### config.mk
export PLATFORM = sky130hd
export DESIGN_NAME = load_use_stall_ctrl
export DESIGN_NICKNAME = d
export VERILOG_FILES = /design/src/rtl/load_use_stall_ctrl.sv
export SDC_FILE = /design/constraint.sdc
export NUM_CORES = 1
export LEC_CHECK = 0
export ABC_AREA = 1
export CAP_MARGIN = 5
export CORE_AREA = 2 2 69 55
export CTS_BUF_LIST = sky130_fd_sc_hd__clkbuf_16
export DETAILED_ROUTE_END_ITERATION = 10
export DIE_AREA = 0 0 71 57
export GPL_ROUTABILITY_DRIVEN = 0
export PLACE_DENSITY = 0.77
export REMOVE_ABC_BUFFERS = 1
export SLEW_MARGIN = 40
export SYNTH_ARGS = -nofsm -noshare
export SYNTH_HDL_FRONTEND = slang
export SYNTH_SLANG_ARGS = --single-unit
### constraint.sdc
create_clock -name CLK -period 1.85 [get_ports CLK]
set_input_delay 0.2775 -clock CLK [delete_from_list [all_inputs] [get_ports CLK]]
set_output_delay 0.2775 -clock CLK [all_outputs]
set_load 0.05 [all_outputs]
### src/rtl/load_use_stall_ctrl.sv
// Load-use hazard and stall controller at the ID stage of the five-stage pipeline.
// Detects a dependency between the ID instruction's sources and an EX-stage load.
// When it finds one, it holds the PC for LOAD_LAT cycles.
// It also provides a sticky halt state, a synchronous flush and a saturating stall counter.
module load_use_stall_ctrl #(
    parameter int              REG_AW    = 5,
    parameter int              OP_W      = 7,
    parameter int              LOAD_LAT  = 1,
    parameter int              CNT_W     = 3,
    parameter logic [OP_W-1:0] HALT_OP   = 7'h7F,
    parameter logic [OP_W-1:0] LOAD_OP   = 7'h03,
    parameter bit              IGNORE_X0 = 1'b1,
    parameter int              PERF_W    = 16
) (
    input  logic              CLK,
    input  logic              RST,
    input  logic              in,
    input  logic              clear,
    input  logic [OP_W-1:0]   id_op,
    input  logic [REG_AW-1:0] rs1,
    input  logic [REG_AW-1:0] rs2,
    input  logic              ex_valid,
    input  logic [OP_W-1:0]   preop,
    input  logic [REG_AW-1:0] prerd,
    output logic              Mwk,
    output logic              PCdelay,
    output logic              halted,
    output logic [PERF_W-1:0] stall_cnt
);

    typedef enum logic [1:0] {RUN, STALL, HALT} state_t;

    // A single-cycle stall never enters STALL; the bubble behind the load clears the hazard by itself.
    localparam bit MULTI_CYCLE = (LOAD_LAT > 1);

    state_t            state, state_nx;
    logic [CNT_W-1:0]  cnt, cnt_nx;
    logic              mwk_nx, pcdelay_nx, halted_nx;
    logic              use_rs1, use_rs2;
    logic              hz, halt_req, perf_inc;

    // Work out which source registers the ID opcode actually reads.
    always_comb begin
        use_rs1 = 1'b1;
        use_rs2 = 1'b0;
        case (id_op)
            7'b0110011, 7'b1100011, 7'b0100011: use_rs2 = 1'b1;
            7'b0110111, 7'b0010111, 7'b1101111: use_rs1 = 1'b0;
            default: ;
        endcase
    end

    assign hz = ex_valid && (preop == LOAD_OP)
             && !(IGNORE_X0 && (prerd == '0))
             && ((use_rs1 && (rs1 == prerd)) || (use_rs2 && (rs2 == prerd)));

    assign halt_req = ex_valid && (preop == HALT_OP);

    // The down-counter holds the number of stall cycles still to run, counting the current one.
    // It counts down to 1, and the held instruction issues on that edge.
    // Register the state, the down-counter, the outputs and the saturating stall counter.
    always_ff @(posedge CLK or posedge RST) begin
        if (RST) begin
            state     <= RUN;
            cnt       <= '0;
            Mwk       <= 1'b0;
            PCdelay   <= 1'b0;
            halted    <= 1'b0;
            stall_cnt <= '0;
        end else begin
            state   <= state_nx;
            cnt     <= cnt_nx;
            Mwk     <= mwk_nx;
            PCdelay <= pcdelay_nx;
            halted  <= halted_nx;
            if (perf_inc && (stall_cnt != '1))
                stall_cnt <= stall_cnt + 1'b1;
        end
    end

    // Choose the next state and counter value; priority is clear > halt > hazard > issue.
    always_comb begin
        state_nx = state;
        cnt_nx   = cnt;
        case (state)
            RUN: begin
                if (clear) begin
                    cnt_nx = '0;
                end else if (in) begin
                    if (halt_req) begin
                        state_nx = HALT;
                    end else if (hz) begin
                        if (MULTI_CYCLE) begin
                            state_nx = STALL;
                            cnt_nx   = CNT_W'(LOAD_LAT);
                        end else begin
                            cnt_nx = '0;
                        end
                    end
                end
            end
            STALL: begin
                if (!clear && (cnt > CNT_W'(1))) begin
                    cnt_nx = cnt - 1'b1;
                end else begin
                    state_nx = RUN;
                    cnt_nx   = '0;
                end
            end
            HALT: begin
                cnt_nx = '0;
                if (clear)
                    state_nx = RUN;
            end
            default: begin
                state_nx = RUN;
                cnt_nx   = '0;
            end
        endcase
    end

    // Decide the values the outputs take after this edge; halt cycles never count as load-use stalls.
    always_comb begin
        mwk_nx     = 1'b0;
        pcdelay_nx = 1'b0;
        halted_nx  = 1'b0;
        case (state)
            RUN: begin
                if (!clear && in) begin
                    if (halt_req) begin
                        pcdelay_nx = 1'b1;
                        halted_nx  = 1'b1;
                    end else if (hz) begin
                        pcdelay_nx = 1'b1;
                    end else begin
                        mwk_nx = 1'b1;
                    end
                end
            end
            STALL: begin
                if (!clear) begin
                    if (cnt > CNT_W'(1))
                        pcdelay_nx = 1'b1;
                    else
                        mwk_nx = 1'b1;
                end
            end
            HALT: begin
                if (!clear) begin
                    pcdelay_nx = 1'b1;
                    halted_nx  = 1'b1;
                end
            end
            default: ;
        endcase
        perf_inc = pcdelay_nx && !halted_nx;
    end

endmodule

==> results.tsv, run 1 <==
metric	value	unit
min_period	1.775	ns
port-buffer-count	52	
ir_drop	0.0004659	V
cpLargestDelayFamily	buffers and inverters	
fill_cells	314	
drc	0	
path_clk_slew	0.06	ns
syn_to_final_growth	50.53	%
leakage	1.045	nW
cap_violations	0	
cpPeakStageDelay	0.83	ns
outcome	complete, no violations	
pwr-share-seq	42.2	%
cts_buffer_depth	2	
yosys_warnings	0	
dp.cells	304	
worst_slew_pin_slew	0.5008	ns
use_met3	5.830	%
final_cell_mix	74 x nand2_1, 40 x clkdlybuf4s50_1, 23 x buf_4	
drive_gt1_share	13.86	%
pwr-share-clk	42.2	%
cts_sinks	20	
initial_core_util	41.38	%
layout.nets	303	
io_pins	53	
avgSynthCellArea	7.061	sq um
power.density	487.5	nW/um^2
hp-class	in -> async	
cp_max_fo	5	
fin_cells	309	
grt_pass1_vias	1495	
num_vias	1578	
end_kind	primary output	
intPower	0.8217	mW
path_buf_inv	1	
finalPower	1.047	mW
fin_setup_tns	0	ns
cts_htree_levels	1	
cp_slowest_cell	clkdlybuf4s50_1	
die-area	4047	sq um
numCtsBuffers	3	
finish.utilization	62.29	%
postCtsHoldBufs	0	
detailed_place_hpwl	2984	microns
drt_iter0_drc	76	
final_common_cell	nand2_1	
rsz0062_at_grt	false	
cts_tree	yes	
dpl_cell_area	2043	sq um
path_cells	clkdlybuf4s50_1	
insertion_delay	0.25	ns
setup_viol	0	
grt_usage	20.08	%
cts-resized-gates	0	
seqCellArea	501.7	sq um
synthDistinctLibCells	23	
die_x	71	microns
firstDrtPassIters	4	
postLayoutCellArea	2147	sq um
postSynthCellCount	202	
grt_pass1_wl	6575	microns
clockRootBuffer	clkbuf_16	
period_share	95.95	%
cp.arrival	1.50	ns
overflow	0	
yosysSeqAreaShare	35.09	%
core_region_area	3447	sq um
synth_seq_cells	20	
wire_per_inst	12.94	microns
die_h	57	microns
ant_nets	0	
fp-row-count	19	
worst_clock_skew	0.005543	ns
grt_use_met2	32.44	%
multiInputGateArea	849.6	sq um
avgViaCountPerCell	5.107	
swShare	21.50	%
grt_start_max_net_pins	21	
wl	3999	microns
cp-start-kind	register	
slew_violations	0	
required	1.57	ns
grt_use_met1	26.57	%
max-slew-margin-rel	66.51	%
fmax	0.5633	GHz
post-place-ws	-0.05577	ns
antennaDiodeCount	0	
hold_viol_final	0	
cts_setup_buffers	0	
fin_ws	0.07489	ns
grt_busiest_layer	met2	
setup.worst_path.class	reg -> out	
pwr-share-comb	15.5	%
hold_ws	0.3603	ns
syn_area	1426	sq um
switching_power	0.2251	mW
antenna_found_initial	0	
## power groups by stage
stage | clock (mW) | sequential [mW] | combinational, mW
after floorplan | 0 | 0.458 | 0.0505
after global placement | 0 | 0.450 | 0.160
after detailed placement | 0 | 0.450 | 0.162
after CTS | 0.449 | 0.442 | 0.163
after global routing | 0.482 | 0.442 | 0.179
final | 0.442 | 0.442 | 0.163
## state kept, by name, indices dropped and copies added (netlist names)
| register | flops |
|---|---|
| PCdelay | 1 |
| Mwk | 1 |
| state | 1 |
| halted | 1 |
| stall_cnt | 16 |
## cell families after synthesis
| group | Yosys count | synth area share, % |
|---|---|---|
| compound gates | 3 | 1.315 |
| fa+ha+maj | 1 | 0.8771 |
| simple gates | 134 | 42.81 |
| flops | 20 | 35.09 |
| buf+inv | 23 | 7.016 |
| xor+xnor | 21 | 12.89 |
## final timing paths
check,start,end,slack (ns),cells past startpoint
min,RST,stall_cnt[3],0.36,3
max in group asynchronous,RST,stall_cnt[0],1.26,3
max,stall_cnt[10],stall_cnt[10],0.07,1
min in group CLK,state[1],Mwk,0.42,1
max reg2reg,stall_cnt[1],stall_cnt[9],0.11,9
min reg2reg,state[1],Mwk,0.42,1
## per-layer routing
metal	vias to the layer above	routed length [microns]
met1	727	1837
met2	55	1841
met3	6	269
met5	-	0
met4	0	51
li1	790	-
## synthesized netlist by cell type
cell type,count,area (sq um)
nor3_2,1,10.01
clkinv_1,1,3.750
inv_1,18,67.56
nand3_1,9,45.04
nand3_4,1,17.52
ha_1,1,12.51
o21ai_0,1,5.000
nor3b_2,1,12.51
buf_2,2,10.01
a21oi_1,1,5.000
nand2_2,1,6.260
or2_2,1,6.260
nor2_1,17,63.81
nor2_2,1,6.260
buf_8,1,15.01
clkbuf_1,1,3.750
dfrtp_1,20,500.5
xor2_1,12,105.1
nor3_1,8,40.04
nand4_1,20,125.1
xnor2_1,9,78.83
nand2_1,74,277.8
o21ai_2,1,8.760
## cell type report
type | count | share of cell area (%)
multi-input combinational | 160 | 39.57
timing repair buffer | 64 | 27.62
sequential | 20 | 23.37
clock buffer | 3 | 3.497
inverter | 19 | 3.322
tap | 42 | 2.448
clock inverter | 1 | 0.1748
## worst min-delay path: stages
cell and delay [ns]:
clkdlybuf4s50_1 0.40, inv_1 0.05, buf_4 0.26
Note: power is estimated with default switching activity, not from simulation.
==> inputs of run 2 (changes only) <==
--- a/config.mk
+++ b/config.mk
@@ -14,6 +14,7 @@
 export GPL_ROUTABILITY_DRIVEN = 0
 export PLACE_DENSITY = 0.77
 export REMOVE_ABC_BUFFERS = 1
+export SKIP_CTS_REPAIR_TIMING = 1
 export SLEW_MARGIN = 40
 export SYNTH_ARGS = -nofsm -noshare
 export SYNTH_HDL_FRONTEND = slang
==> constraint.sdc (replaced) <==
create_clock -name CLK -period 1.9 [get_ports CLK]
set_input_delay 0.285 -clock CLK [delete_from_list [all_inputs] [get_ports CLK]]
set_output_delay 0.285 -clock CLK [all_outputs]
set_load 0.05 [all_outputs]
==> results.tsv, run 2 (synthesized netlist as in run 1, its figures left out) <==
metric	value	unit
outcome	complete, no violations	
wire_per_inst	12.25	microns
die_h	57	microns
grt_pass1_vias	1395	
setup_viol	0	
core_region_area	3447	sq um
dpl_cell_area	2043	sq um
cp_max_fo	5	
largest_reg_flops	16	
overflow	0	
ant_nets	0	
power.density	483.9	nW/um^2
required	1.62	ns
drc	0	
grt_usage	20.08	%
cts_htree_levels	1	
insertion_delay	0.25	ns
numCtsBuffers	3	
hp-class	in -> async	
max-slew-margin-rel	66.10	%
io_pins	53	
syn_to_final_growth	48.77	%
num_vias	1501	
leakage	0.9960	nW
rsz0062_at_grt	false	
detailed_place_hpwl	2847	microns
postLayoutCellArea	2122	sq um
layout.nets	299	
period_share	95.23	%
clockRootBuffer	clkbuf_16	
post-place-ws	-0.007771	ns
setup.worst_path.class	reg -> out	
antenna_found_initial	0	
path_clk_slew	0.06	ns
cts_tree	yes	
path_cells	clkdlybuf4s50_1	
drt_iter0_drc	143	
port-buffer-count	52	
cts_buffer_depth	2	
ir_drop	0.0004564	V
final_cell_mix	74 x nand2_1, 49 x clkdlybuf4s50_1, 20 x dfrtp_1, 20 x nand4_1, 18 x inv_1	
die_x	71	microns
slew_violations	0	
antennaDiodeCount	0	
cap_violations	0	
worst_slew_pin_slew	0.5069	ns
firstDrtPassIters	4	
cpLargestDelayFamily	buffers and inverters	
fin_ws	0.09067	ns
grt_pass1_wl	6513	microns
drive_gt1_share	8.365	%
avgViaCountPerCell	4.921	
cp.arrival	1.52	ns
top_register	stall_cnt	
cpPeakStageDelay	0.84	ns
grt_start_max_net_pins	21	
cp_slowest_cell	clkdlybuf4s50_1	
fp-row-count	19	
hold_ws	0.3648	ns
cp-start-kind	register	
initial_core_util	41.38	%
fmax	0.5527	GHz
min_period	1.809	ns
end_kind	primary output	
hold_viol_final	0	
path_buf_inv	1	
die-area	4047	sq um
final_common_cell	nand2_1	
cts_sinks	20	
worst_clock_skew	0.001091	ns
wl	3736	microns
## run 2: cell types whose count changed in the layout (fill, tap and decap cells not counted)
cell             before  now
nor2_4                1    0
dfrtp_2               1    0
buf_4                23   11
clkdlybuf4s50_1      40   49
ha_2                  1    0
nand3_2               1    0
nor2_2                0    1
ha_1                  0    1
nor3_4                1    0
nor3_2                0    1
dfrtp_1              19   20
## run 2: through the flow
stage	cells	power (mW)	TNS, ns	util (%)
6_report	305	1.027	0	61.56
5_1_grt	305	1.065	0	61.56
4_1_cts	305	1.033	0	61.56
3_5_place_dp	301	0.5946	-0.01084	59.27
3_3_place_gp	301	0.5925	0	59.27
2_1_floorplan	198	0.4951	-2.749	-
## run 2: cell type report
type | instances | area [sq um]
clock buffers | 3 | 75.07
inverters | 19 | 71.32
fillers | 303 | 1325
clock inverters | 1 | 3.754
flip-flops and latches | 20 | 500.5
well taps | 42 | 52.55
multi-input cells | 159 | 825.8
repair buffers | 61 | 593.1
## run 2: worst paths after layout
| check | start | end | slack, ns | cells after the start |
|---|---|---|---|---|
| worst max-delay path | stall_cnt[9] | stall_cnt[9] | 0.09 | 1 |
| worst min-delay path | RST | stall_cnt[5] | 0.36 | 3 |
| worst max register to register | stall_cnt[0] | stall_cnt[4] | 0.19 | 9 |
| worst min register to register | state[1] | Mwk | 0.44 | 1 |
| max in group asynchronous | RST | stall_cnt[14] | 1.32 | 3 |
| min in group CLK | state[1] | Mwk | 0.44 | 1 |
## run 2: metal layers
| layer | vias up | wire (microns) | part of all wire [%] | global-route usage (%) |
|---|---|---|---|---|
| li1 | 780 | - | - | - |
| met1 | 671 | 1827 | 49 | 29.71 |
| met4 | 0 | 12 | 0.32 | 3.774 |
| met2 | 48 | 1641 | 44 | 30.57 |
| met5 | - | 0 | 0 | 0 |
| met3 | 2 | 254 | 6.8 | 4.594 |
## run 2: power breakdown
part	leakage, nW	internal [mW]	switching [mW]	total (mW)
sequential	0.278	0.428	0.00182	0.430
clock	0.0385	0.280	0.160	0.440
combinational	0.679	0.0901	0.0665	0.157
total	0.996	0.799	0.228	1.03
## run 2: worst register-to-register path, cell delays in order (launching register included)
cell     delay, ns
dfrtp_1       0.42
ha_1          0.24
nand2_1       0.10
nor3b_2       0.21
nand2_1       0.08
nor3_2        0.14
nor2_2        0.10
buf_12        0.16
nand4_1       0.10
nand2_1       0.05
==> inputs of run 3 (changes only) <==
==> constraint.sdc (replaced) <==
create_clock -name CLK -period 2 [get_ports CLK]
set_input_delay 0.3 -clock CLK [delete_from_list [all_inputs] [get_ports CLK]]
set_output_delay 0.3 -clock CLK [all_outputs]
set_load 0.05 [all_outputs]
==> results.tsv, run 3 (synthesized netlist as in run 1, its figures left out) <==
metric	value	unit
outcome	complete, no violations	
antenna_found_initial	0	
final_cell_mix	74 x nand2_1, 52 x clkdlybuf4s50_1, 20 x dfrtp_1, 20 x nand4_1, 18 x inv_1	
grt_busiest_layer	met2	
fin_ws	0.1514	ns
postLayoutCellArea	2167	sq um
path_clk_slew	0.06	ns
top_register	stall_cnt	
fill_cells	300	
cp-start-kind	register	
drive_gt1_share	9.294	%
cts_tree	yes	
cp_max_fo	4	
ant_nets	0	
initial_core_util	41.38	%
die_x	71	microns
wl	3935	microns
grt_usage	20.46	%
cp.arrival	1.55	ns
cap_violations	0	
post-place-ws	-0.1787	ns
hold_viol_final	0	
worst_clock_skew	0.002779	ns
die-area	4047	sq um
fmax	0.5410	GHz
antennaDiodeCount	0	
firstDrtPassIters	4	
grt_start_max_net_pins	21	
setup_viol	0	
layout.nets	305	
end_kind	primary output	
wire_per_inst	12.65	microns
use_met3	4.770	%
core_region_area	3447	sq um
period_share	92.43	%
cts_buffer_depth	2	
min_period	1.849	ns
worst_slew_pin_slew	0.5054	ns
grt_pass1_vias	1400	
required	1.70	ns
detailed_place_hpwl	3064	microns
leakage	1.018	nW
grt_use_met1	28.97	%
fin_setup_tns	0	ns
insertion_delay	0.25	ns
syn_to_final_growth	51.93	%
die_h	57	microns
setup.worst_path.class	reg -> out	
num_vias	1551	
grt_pass1_wl	6624	microns
cts_htree_levels	1	
drt_iter0_drc	173	
ir_drop	0.0004081	V
slew_violations	0	
grt_use_met2	33.38	%
largest_reg_flops	16	
fp-row-count	19	
dpl_cell_area	2083	sq um
numCtsBuffers	3	
io_pins	53	
final_common_cell	nand2_1	
hp-class	in -> async	
cts_sinks	20	
max-slew-margin-rel	66.20	%
power.density	451.6	nW/um^2
overflow	0	
port-buffer-count	52	
avgViaCountPerCell	4.987	
rsz0062_at_grt	false	
drc	0	
clockRootBuffer	clkbuf_16	
[run 3: cell count changes in the layout (fill, tap and decap cells not counted), sizes merged]
cell,delta
buf,+3
clkdlybuf4s50,+3
[run 3: worst paths after layout]
path | start | endpoint | slack (ns) | cells past startpoint
max | stall_cnt[4] | stall_cnt[4] | 0.15 | 2
min | RST | PCdelay | 0.37 | 3
max reg2reg | stall_cnt[0] | stall_cnt[4] | 0.17 | 9
min reg2reg | state[1] | Mwk | 0.45 | 1
max in group asynchronous | RST | stall_cnt[2] | 1.41 | 3
min in group CLK | state[1] | Mwk | 0.45 | 1
[run 3: worst max-delay path, stage by stage, from the launching register on]
cell             delay (ns)
dfrtp_1                0.36
buf_4                  0.14
clkdlybuf4s50_1        0.79
[run 3: cell type report]
cell class	count	area, sq um	share of cell area [%]
Inverter	19	71.32	3.291
Timing Repair Buffer	67	633.1	29.21
Sequential cell	20	500.5	23.09
Clock inverter	1	3.754	0.1732
Tap cell	42	52.55	2.425
Multi-Input combinational cell	159	830.8	38.34
Clock buffer	3	75.07	3.464
[run 3: per-stage QoR]
| stage | hold slack (ns) | std cells | util (%) | power [mW] |
|---|---|---|---|---|
| finish | 0.3737 | 311 | 62.87 | 0.9787 |
| floorplan | 0.2638 | 198 | - | 0.4704 |
| global route | 0.4197 | 311 | 62.87 | 1.015 |
| detailed placement | 0.4423 | 307 | 60.44 | 0.5669 |
| global placement | 0.4223 | 307 | 60.44 | 0.5643 |
| CTS | 0.3864 | 311 | 62.72 | 0.9850 |
[run 3: per-layer routing]
metal	vias up	part of all wire, %	routed length [microns]
met5	-	0	0
met4	0	0.23	9
met3	2	4.9	192
met2	44	46	1809
met1	718	49	1924
li1	787	-	-
[run 3: report_power, final]
| group | switching, mW | internal [mW] |
|---|---|---|
| combinational | 0.0648 | 0.0868 |
| sequential | 0.000832 | 0.407 |
| clock | 0.153 | 0.267 |
| total | 0.218 | 0.760 |
